`config.mk`:
```
export PLATFORM = sky130hd
export DESIGN_NAME = uart_rx_flat
export DESIGN_NICKNAME = d
export VERILOG_FILES = /design/src/rtl/uart_rx_if.sv /design/src/rtl/uart_rx.sv /design/src/flat_wrapper.sv
export SDC_FILE = /design/constraint.sdc
export NUM_CORES = 1
export LEC_CHECK = 0
export BUFFER_PORTS_ARGS = -buffer_cell sky130_fd_sc_hd__buf_2
export CORE_ASPECT_RATIO = 0.7
export CORE_MARGIN = 3
export CORE_UTILIZATION = 51
export DETAILED_ROUTE_END_ITERATION = 8
export HOLD_SLACK_MARGIN = 0.06
export PLACE_DENSITY = 0.76
export SYNTH_ARGS = -nofsm -noshare
export SYNTH_HDL_FRONTEND = slang
export SYNTH_SLANG_ARGS = --single-unit
export TNS_END_PERCENT = 1
```
`constraint.sdc`:
```
create_clock -name clk -period 1.5 [get_ports clk]
set_input_delay 0.3 -clock clk [delete_from_list [all_inputs] [get_ports clk]]
set_output_delay 0.3 -clock clk [all_outputs]
set_load 0.1 [all_outputs]
```
`src/rtl/uart_rx_if.sv`:
```
// Serial receive bundle: line input, tick enable and received-frame outputs.
// parity_err exists only when UART_RX_PARITY_EN is defined.
interface uart_rx_if;
    logic       rx;
    logic       s_tick;
    logic [7:0] dout;
    logic       rx_done_tick;
    logic       frame_err;
`ifdef UART_RX_PARITY_EN
    logic       parity_err;

    modport master (
        output rx, s_tick,
        input  dout, rx_done_tick, frame_err, parity_err
    );
    modport slave (
        input  rx, s_tick,
        output dout, rx_done_tick, frame_err, parity_err
    );
`else
    modport master (
        output rx, s_tick,
        input  dout, rx_done_tick, frame_err
    );
    modport slave (
        input  rx, s_tick,
        output dout, rx_done_tick, frame_err
    );
`endif
endinterface

```
`src/rtl/uart_rx.sv`:
```
// UART receiver, 16x oversampling, LSB first, DBIT data bits.
// Optional even-parity bit enabled with UART_RX_PARITY_EN.
module uart_rx #(
    parameter int DBIT    = 8,
    parameter int SB_TICK = 16
) (
    input  logic  clk,
    input  logic  reset,
    uart_rx_if.slave bus
);

    // Tick counter is widened only when a long stop period needs it.
    localparam int SW = (SB_TICK > 16) ? 5 : 4;

`ifdef UART_RX_PARITY_EN
    typedef enum logic [2:0] {IDLE, START, DATA, PARITY, STOP} state_t;
`else
    typedef enum logic [1:0] {IDLE, START, DATA, STOP} state_t;
`endif

    state_t        state_q, state_d;
    logic          sync1_q, sync2_q;
    logic [SW-1:0] s_q, s_d;
    logic [2:0]    n_q, n_d;
    logic [7:0]    b_q, b_d;
    logic [7:0]    dout_q, dout_d;
    logic          done_q, done_d;
    logic          ferr_q, ferr_d;
    logic          rx_s;
    logic [7:0]    data_w;
`ifdef UART_RX_PARITY_EN
    logic          p_q, p_d;
    logic          perr_q, perr_d;
`endif

    assign rx_s   = sync2_q;
    // Data bits land in the top of b; right-align them.
    assign data_w = b_q >> (8 - DBIT);

    // Two-flop synchronizer; the line idles high.
    always_ff @(posedge clk) begin
        if (reset) begin
            sync1_q <= 1'b1;
            sync2_q <= 1'b1;
        end else begin
            sync1_q <= bus.rx;
            sync2_q <= sync1_q;
        end
    end

    // State and datapath registers.
    always_ff @(posedge clk) begin
        if (reset) begin
            state_q <= IDLE;
            s_q     <= '0;
            n_q     <= '0;
            b_q     <= '0;
            dout_q  <= '0;
            done_q  <= 1'b0;
            ferr_q  <= 1'b0;
`ifdef UART_RX_PARITY_EN
            p_q     <= 1'b0;
            perr_q  <= 1'b0;
`endif
        end else begin
            state_q <= state_d;
            s_q     <= s_d;
            n_q     <= n_d;
            b_q     <= b_d;
            dout_q  <= dout_d;
            done_q  <= done_d;
            ferr_q  <= ferr_d;
`ifdef UART_RX_PARITY_EN
            p_q     <= p_d;
            perr_q  <= perr_d;
`endif
        end
    end

    // Next-state logic; everything holds between ticks.
    always_comb begin
        state_d = state_q;
        s_d     = s_q;
        n_d     = n_q;
        b_d     = b_q;
        dout_d  = dout_q;
        done_d  = 1'b0;
        ferr_d  = ferr_q;
`ifdef UART_RX_PARITY_EN
        p_d     = p_q;
        perr_d  = perr_q;
`endif
        unique case (state_q)
            IDLE: begin
                if (!rx_s) begin
                    state_d = START;
                    s_d     = '0;
                end
            end
            START: begin
                if (bus.s_tick) begin
                    if (s_q == SW'(7)) begin
                        if (!rx_s) begin
                            state_d = DATA;
                            s_d     = '0;
                            n_d     = '0;
                        end else begin
                            state_d = IDLE;
                        end
                    end else begin
                        s_d = s_q + 1'b1;
                    end
                end
            end
            DATA: begin
                if (bus.s_tick) begin
                    if (s_q == SW'(15)) begin
                        b_d = {rx_s, b_q[7:1]};
                        s_d = '0;
                        if (n_q == 3'(DBIT - 1)) begin
`ifdef UART_RX_PARITY_EN
                            state_d = PARITY;
`else
                            state_d = STOP;
`endif
                        end else begin
                            n_d = n_q + 1'b1;
                        end
                    end else begin
                        s_d = s_q + 1'b1;
                    end
                end
            end
`ifdef UART_RX_PARITY_EN
            PARITY: begin
                if (bus.s_tick) begin
                    if (s_q == SW'(15)) begin
                        p_d     = rx_s;
                        s_d     = '0;
                        state_d = STOP;
                    end else begin
                        s_d = s_q + 1'b1;
                    end
                end
            end
`endif
            STOP: begin
                if (bus.s_tick) begin
                    if (s_q == SW'(SB_TICK - 1)) begin
                        state_d = IDLE;
                        done_d  = 1'b1;
                        dout_d  = data_w;
                        ferr_d  = ~rx_s;
`ifdef UART_RX_PARITY_EN
                        perr_d  = (^data_w) ^ p_q;
`endif
                    end else begin
                        s_d = s_q + 1'b1;
                    end
                end
            end
            default: state_d = IDLE;
        endcase
    end

    assign bus.dout         = dout_q;
    assign bus.rx_done_tick = done_q;
    assign bus.frame_err    = ferr_q;
`ifdef UART_RX_PARITY_EN
    assign bus.parity_err   = perr_q;
`endif

endmodule

```
`src/flat_wrapper.sv`:
```
// flat-port wrapper written by rule: the top's interface ports become plain ports
module uart_rx_flat 
#(
    parameter int DBIT    = 8,
    parameter int SB_TICK = 16
)
  (clk, reset, bus_rx, bus_s_tick, bus_dout, bus_rx_done_tick, bus_frame_err);
  uart_rx_if bus_i ();
  input  logic clk;
  input  logic reset;
  input wire logic [$bits(bus_i.rx)-1:0] bus_rx;
  input wire logic [$bits(bus_i.s_tick)-1:0] bus_s_tick;
  output wire logic [$bits(bus_i.dout)-1:0] bus_dout;
  output wire logic [$bits(bus_i.rx_done_tick)-1:0] bus_rx_done_tick;
  output wire logic [$bits(bus_i.frame_err)-1:0] bus_frame_err;
  assign bus_i.rx = bus_rx;
  assign bus_i.s_tick = bus_s_tick;
  assign bus_dout = bus_i.dout;
  assign bus_rx_done_tick = bus_i.rx_done_tick;
  assign bus_frame_err = bus_i.frame_err;
  uart_rx #(.DBIT(DBIT), .SB_TICK(SB_TICK)) u_core (.clk(clk), .reset(reset), .bus(bus_i));
endmodule
```
Word level (Yosys, flattened, before mapping)
Index checks and enable logic that the tools add are counted.
{ "totals": {"regBits": 29, "in_bits": 4, "output_inout_bits": 10, "elab_cells": 65} }
{ "op_classes": {"n_addsub": 2, "eq_ne": 17, "muxes": 26, "bitwise": 3, "n_reduce_logical": 8} }
{ "ops": {"columns": ["operator", "n"], "rows": [
  ["2-to-1 mux 4 bit", 7],
  ["2-to-1 mux 2 bit", 9],
  ["2-to-1 mux 3 bit", 6],
  ["one-hot mux 4 bit (4 select lines)", 1],
  ["inequality test 2 bit (second input constant)", 7],
  ["inequality test 2 x 1 -> 1 bit (second input constant)", 4],
  ["one-hot mux 2 bit (4 select lines)", 1],
  ["AND reduction 8 bit", 1],
  ["AND reduction 7 bit", 1],
  ["one-hot mux 3 bit (2 select lines)", 1],
  ["AND reduction 3 bit", 2],
  ["adder 4 x 1 -> 4 bit (second input constant)", 1],
  ["== test 2 bit (second input constant)", 2],
  ["== test 4 x 3 -> 1 bit (second input constant)", 1],
  ["== test 4 bit (second input constant)", 1],
  ["AND reduction 4 bit", 1],
  ["adder 3 x 1 -> 3 bit (second input constant)", 1],
  ["== test 3 bit (second input constant)", 1],
  ["NOT 1 bit", 3],
  ["OR reduction 3 bit", 1],
  ["== test 2 x 1 -> 1 bit (second input constant)", 1],
  ["logical NOT 2 bit", 1],
  ["nonzero test 2 bit", 1],
  ["2-to-1 mux 1 bit", 1]
]} }

Depth between registers and ports, before layout
{ "logic_depth": {"word_depth": 5, "ltp_mapped": 6, "mapped_depth_nobuf": 6} }

Worst setup path before layout
Ideal clock, no wire load.
{ "synth_timing": {"path_kind": "reg2reg", "startpoint": "reg u_core.s_q[0]", "endpoint": "reg u_core.dout_q[0], in the netlist u_core.bus.dout[0]", "setup_ns": 0.132, "arrival_time_ns": 1.402, "required_ns": 1.368, "slack_ns": -0.035, "stages_incl_launch_ff": 7, "n_path_buf": 1, "period_less_slack_ns": 1.535, "cell_sequence": "dfxtp_1 -> ha_1 -> nand3_1 -> or2_2 -> clkbuf_1 -> nand2_1 -> a21oi_1"} }
{ "synth_between": {"elab_chain_len": 2} }
{ "synth_rtl": {"columns": ["element", "line_no", "text"], "rows": [
  ["start: declaration", "uart_rx.sv:23", "logic [SW-1:0] s_q, s_d;"],
  ["start signal: assignment", "uart_rx.sv:55", "s_q <= '0;"],
  ["start signal: assignment", "uart_rx.sv:67", "s_q <= s_d;"],
  ["== test 4 bit", "uart_rx.sv:149", "if (s_q == SW'(SB_TICK - 1)) begin"],
  ["AND reduction 3 bit (no line)", null, null],
  ["end signal: assignment", "uart_rx.sv:70", "dout_q <= dout_d;"],
  ["end: declaration", "uart_rx.sv:26", "logic [7:0] dout_q, dout_d;"]
]} }
No other way between the ends.
A chain may end at the register's enable or synchronous reset.

Worst setup path after layout
{ "layout_timing": {"startpoint": "reg u_core.s_q[1]", "endpoint": "reg u_core.n_q[0]"} }
{ "layout_between": {"elab_chain_len": 3, "word_cells_on_any_way": 5, "cone_classes": "eq/ne: 4; reduce/logical: 1"} }
{ "layout_rtl": {"columns": ["element", "line_no", "text"], "rows": [
  ["== test 4 bit or == test 4 x 3 -> 1 bit (tied branches)", "uart_rx.sv:117, uart_rx.sv:102", null],
  ["inequality test 2 x 1 -> 1 bit (no line)", null, null],
  ["AND reduction 7 bit (no line) (*)", null, null],
  ["end signal: assignment", "uart_rx.sv:68", "n_q <= n_d;"],
  ["end: declaration", "uart_rx.sv:24", "logic [2:0] n_q, n_d;"]
]} }
Every way passes the cells marked *; elsewhere a longest branch is shown, timed or not.

==> metrics.md <==
| Metric | Value |
|---|---|
| Synth warn | `0` |
| Synth unique cells | `40` |
| Largest net degree at the start of global routing | `22` |
| Hold Path Stages | `2` |
| Hold slack | `0.2096 ns` |
| Area share of fa/ha/maj cells after synthesis | `approximately 2.9%` |
| Die Span X | `66.49 um` |
| Iter 0 DRT Violations | `71` |
| Layout Utilization | `71.97%` |
| Seq/Total Area, Yosys | `44.44%` |
| Post-placement cell count | `193` |
| Xor/xnor share of the synthesized area | `0%` |
| Relative slew slack | `67.75%` |
| # DRC | `0` |
| GR Overflow Total | `0` |
| Tmin final | `between 1 and 1.5 ns` |
| Met2 Use GR | `29.49%` |
| Vias per cell | `5.716` |
| FF-to-FF path depth | `7` |
| Tcrit/Tclk final | `96.49%` |
| Compound-Gate Fraction of Synth Area | `17.24%` |
| Bufs and invs on worst path | `3` |
| Grt peak-use layer | `met2` |
| Hold Fails Final Rpt | `0` |
| Setup CP Type | `reg -> reg` |
| Largest cells by area after synthesis | `dfxtp_1, mux2i_1, nand2_1, a21oi_1, nor2_1` |
| GP Congestion | `0.8068` |
| H-tree depth | `2` |
| Core ar. | `roughly 2300 um^2` |
| Num CTS Buffers | `5` |
| Number of diodes | `0` |
| Switching portion of total power | `roughly 20%` |
| Layout cells sized above 1 | `34.32%` |
| Crit path max fanout | `5` |
| Setup violations, final | `0` |
| WP data required | `1.65 ns` |
| Clk pin slew, worst setup/hold paths | `0.06 ns` |
| Cell Rows | `14` |
| Die area | `3214 um^2` |
| Post-synth top flop | `dfxtp_1` |
| Area of the mapped netlist | `1306 um^2` |
| Number of synthesized flops with an enable pin | `0` |
| Max-cap violations | `0` |
| Vias in the first global route | `around 1.1k` |
| CP delay by family, top | `buffers and inverters` |
| Post-synth top area cell | `dfxtp_1` |
| Top-count cell post-synth | `dfxtp_1` |
| Total power | `0.001459 W` |
| Area growth syn-to-layout | `26.44%` |
| CTS tree | `built` |
| Critical-path cell list | `ha_4, nand2_4, buf_6, nor4_4, buf_4, buf_12, o41ai_2` |
| Worst-Skew Late Latency | `0.27 ns` |
| Clock skew | `about 0.0026 ns` |
| Leak | `approximately 0.62 nW` |
| Antenna Nets Post-Route | `0` |
| RSZ-0062 raised after global routing | `true` |
| Avg Cell Area, Syn | `9.009 um^2` |
| Vias | `1149` |
| Synth top area share | `44.44%` |
| Final std cells w/o fill | `around 200` |
| Top cells by count, synth | `dfxtp_1, nand2_1, nor2_1` |
| Synth async-reset ratio | `0%` |
| Comb pwr share | `3.9%` |
| Hold crit path type | `in -> reg` |
| First-pass GRT wire length | `4892 um` |
| Clk sinks | `29` |
| Die Height | `48.34 um` |
| Cell Pwr Density | `a little under 900 nW/um^2` |
| Slew @ Worst Pin | `0.4871 ns` |
| Worst stage delay on the critical path | `0.36 ns` |
| Post-synthesis mux area share | `slightly above 6%` |
| Status | `finished clean` |
| Sequential Power Share | `53.7%` |
| GRT Total Usage | `20.01%` |
| DPL Wire Length | `2021 um` |
| Nets | `176` |
| Clock buffer depth | `2` |
| Register bit total from synthesis | `29` |
| Number of port buffers | `13` |
| Drt wl/cell | `14.48 um` |
| Peak Freq | `~0.7 GHz` |
| Slew Limit Fails | `0` |
| Net Sw Power | `0.0002972 W` |
| Root cell of the clock tree | `clkbuf_8` |
| Cell Int Power | `between 0.001 and 0.0015 W` |
| Part of the power in the clock network | `42.4%` |
| Syn nets | `152` |
| Starting Density | `56.92%` |
| Largest family of logic cells by synthesized area | `simple AND/OR/NAND/NOR gates` |
| Initial antenna violation count | `0` |
| Final WL | `approximately 2900 um` |
| Synthesized instance count | `145` |
| Setup crit end kind | `flop` |
| Io pins | `14` |
| Met1 Use GR | `a little over a quarter` |
| Met3 GRT Util | `under 10%` |
| FILL cells | `182` |
| Crit start category | `flop` |
| Synth Area in Simple Gates | `between 20% and 30%` |
| WP depth | `7` |
| Slowest CP cell | `dfxtp_4` |
| Worst vdd ir | `0.5984 mV` |
| WP data arrival | `around 1.6 ns` |
| Drt first pass iters | `4` |
## final timing paths
kind,slack (ns),endpoint,start
setup / recovery,0.05,u_core.n_q[0]$_SDFFE_PP0P_,u_core.s_q[1]$_SDFFE_PP0P_
hold reg to reg,0.42,u_core.rx_s$_SDFF_PP1_,u_core.sync1_q$_SDFF_PP1_
hold / removal,0.21,u_core.sync1_q$_SDFF_PP1_,bus_rx
setup reg to reg,0.05,u_core.n_q[0]$_SDFFE_PP0P_,u_core.s_q[1]$_SDFFE_PP0P_
## placed cells by master, fill, tap and decap left out, types with 2 or more instances in the layout
| cell | n |
|---|---|
| buf_12 | 2 |
| a21oi_1 | 10 |
| nand2b_1 | 4 |
| dfxtp_1 | 23 |
| nor3_1 | 3 |
| buf_4 | 9 |
| buf_2 | 13 |
| or2_2 | 3 |
| dfxtp_2 | 5 |
| a31oi_1 | 2 |
| nor2_1 | 13 |
| a211oi_1 | 2 |
| o41ai_1 | 2 |
| mux2i_1 | 8 |
| nand3b_1 | 2 |
| a21oi_2 | 2 |
| inv_1 | 5 |
| nand2_1 | 18 |
| nor3b_1 | 2 |
| o21ba_2 | 2 |
| nand3_1 | 2 |
| clkbuf_8 | 6 |
| o2bb2ai_1 | 2 |
| o21ai_1 | 2 |
## logic make-up after synthesis
group / Yosys count
AND/OR/NAND/NOR: 59
flip-flops: 29
adder cells (fa/ha/maj): 3
multiplexers: 8
AO/OA/AOI/OAI: 33
buffers and inverters: 13
## cell type report
type                    instances  area (um^2)  share of cell area (%)
multi-input cells             103        732.0                   44.32
flip-flops and latches         29        590.6                   35.76
repair buffers                 25        183.9                   11.14
clock buffers                   7        86.33                   5.227
well taps                      32        40.04                   2.424
inverters                       5        18.77                   1.136
## stage by stage
step                      instance area (um^2)  setup slack (ns)  TNS (ns)
final                                     1652           0.05263         0
after global routing                      1652         -0.009745  -0.01678
after CTS                                 1587           0.02484         0
after detailed placement                  1470          0.005448         0
after global placement                    1470           0.05434         0
after floorplan                           1314           0.03267         0
## layer usage
| metal | wire, um | up-vias | part of all wire, % |
|---|---|---|---|
| met2 | 1378 | 38 | 47 |
| met5 | 0 | - | 0 |
| li1 | - | 563 | - |
| met4 | 54 | 0 | 1.9 |
| met3 | 164 | 8 | 5.6 |
| met1 | 1314 | 540 | 45 |
## timing repair
action,4_1_cts,5_1_grt
buffers inserted,1,0
endpoints found under the setup margin,2,24
cloned,0,0
hold buffers,0,0
pin swaps,1,4
gates resized for setup,3,19
## flip-flops by register name (all words and copies together), names as in the netlist, named ones only
signal,flops
u_core.bus.dout,8
u_core.n_q,3
u_core.bus.frame_err,1
u_core.bus.rx_done_tick,1
u_core.rx_s,1
u_core.b_q,8
u_core.state_q,1
u_core.sync1_q,1
u_core.s_q,4
## power by group through the flow
stage          clock (W)  combinational, W  sequential (W)
2_1_floorplan          0         0.0000409        0.000795
3_3_place_gp           0         0.0000499        0.000800
3_5_place_dp           0         0.0000508        0.000800
4_1_cts         0.000631         0.0000513        0.000783
5_1_grt         0.000677         0.0000624        0.000784
6_report        0.000619         0.0000563        0.000783
Note: power is estimated with default switching activity, not from simulation.
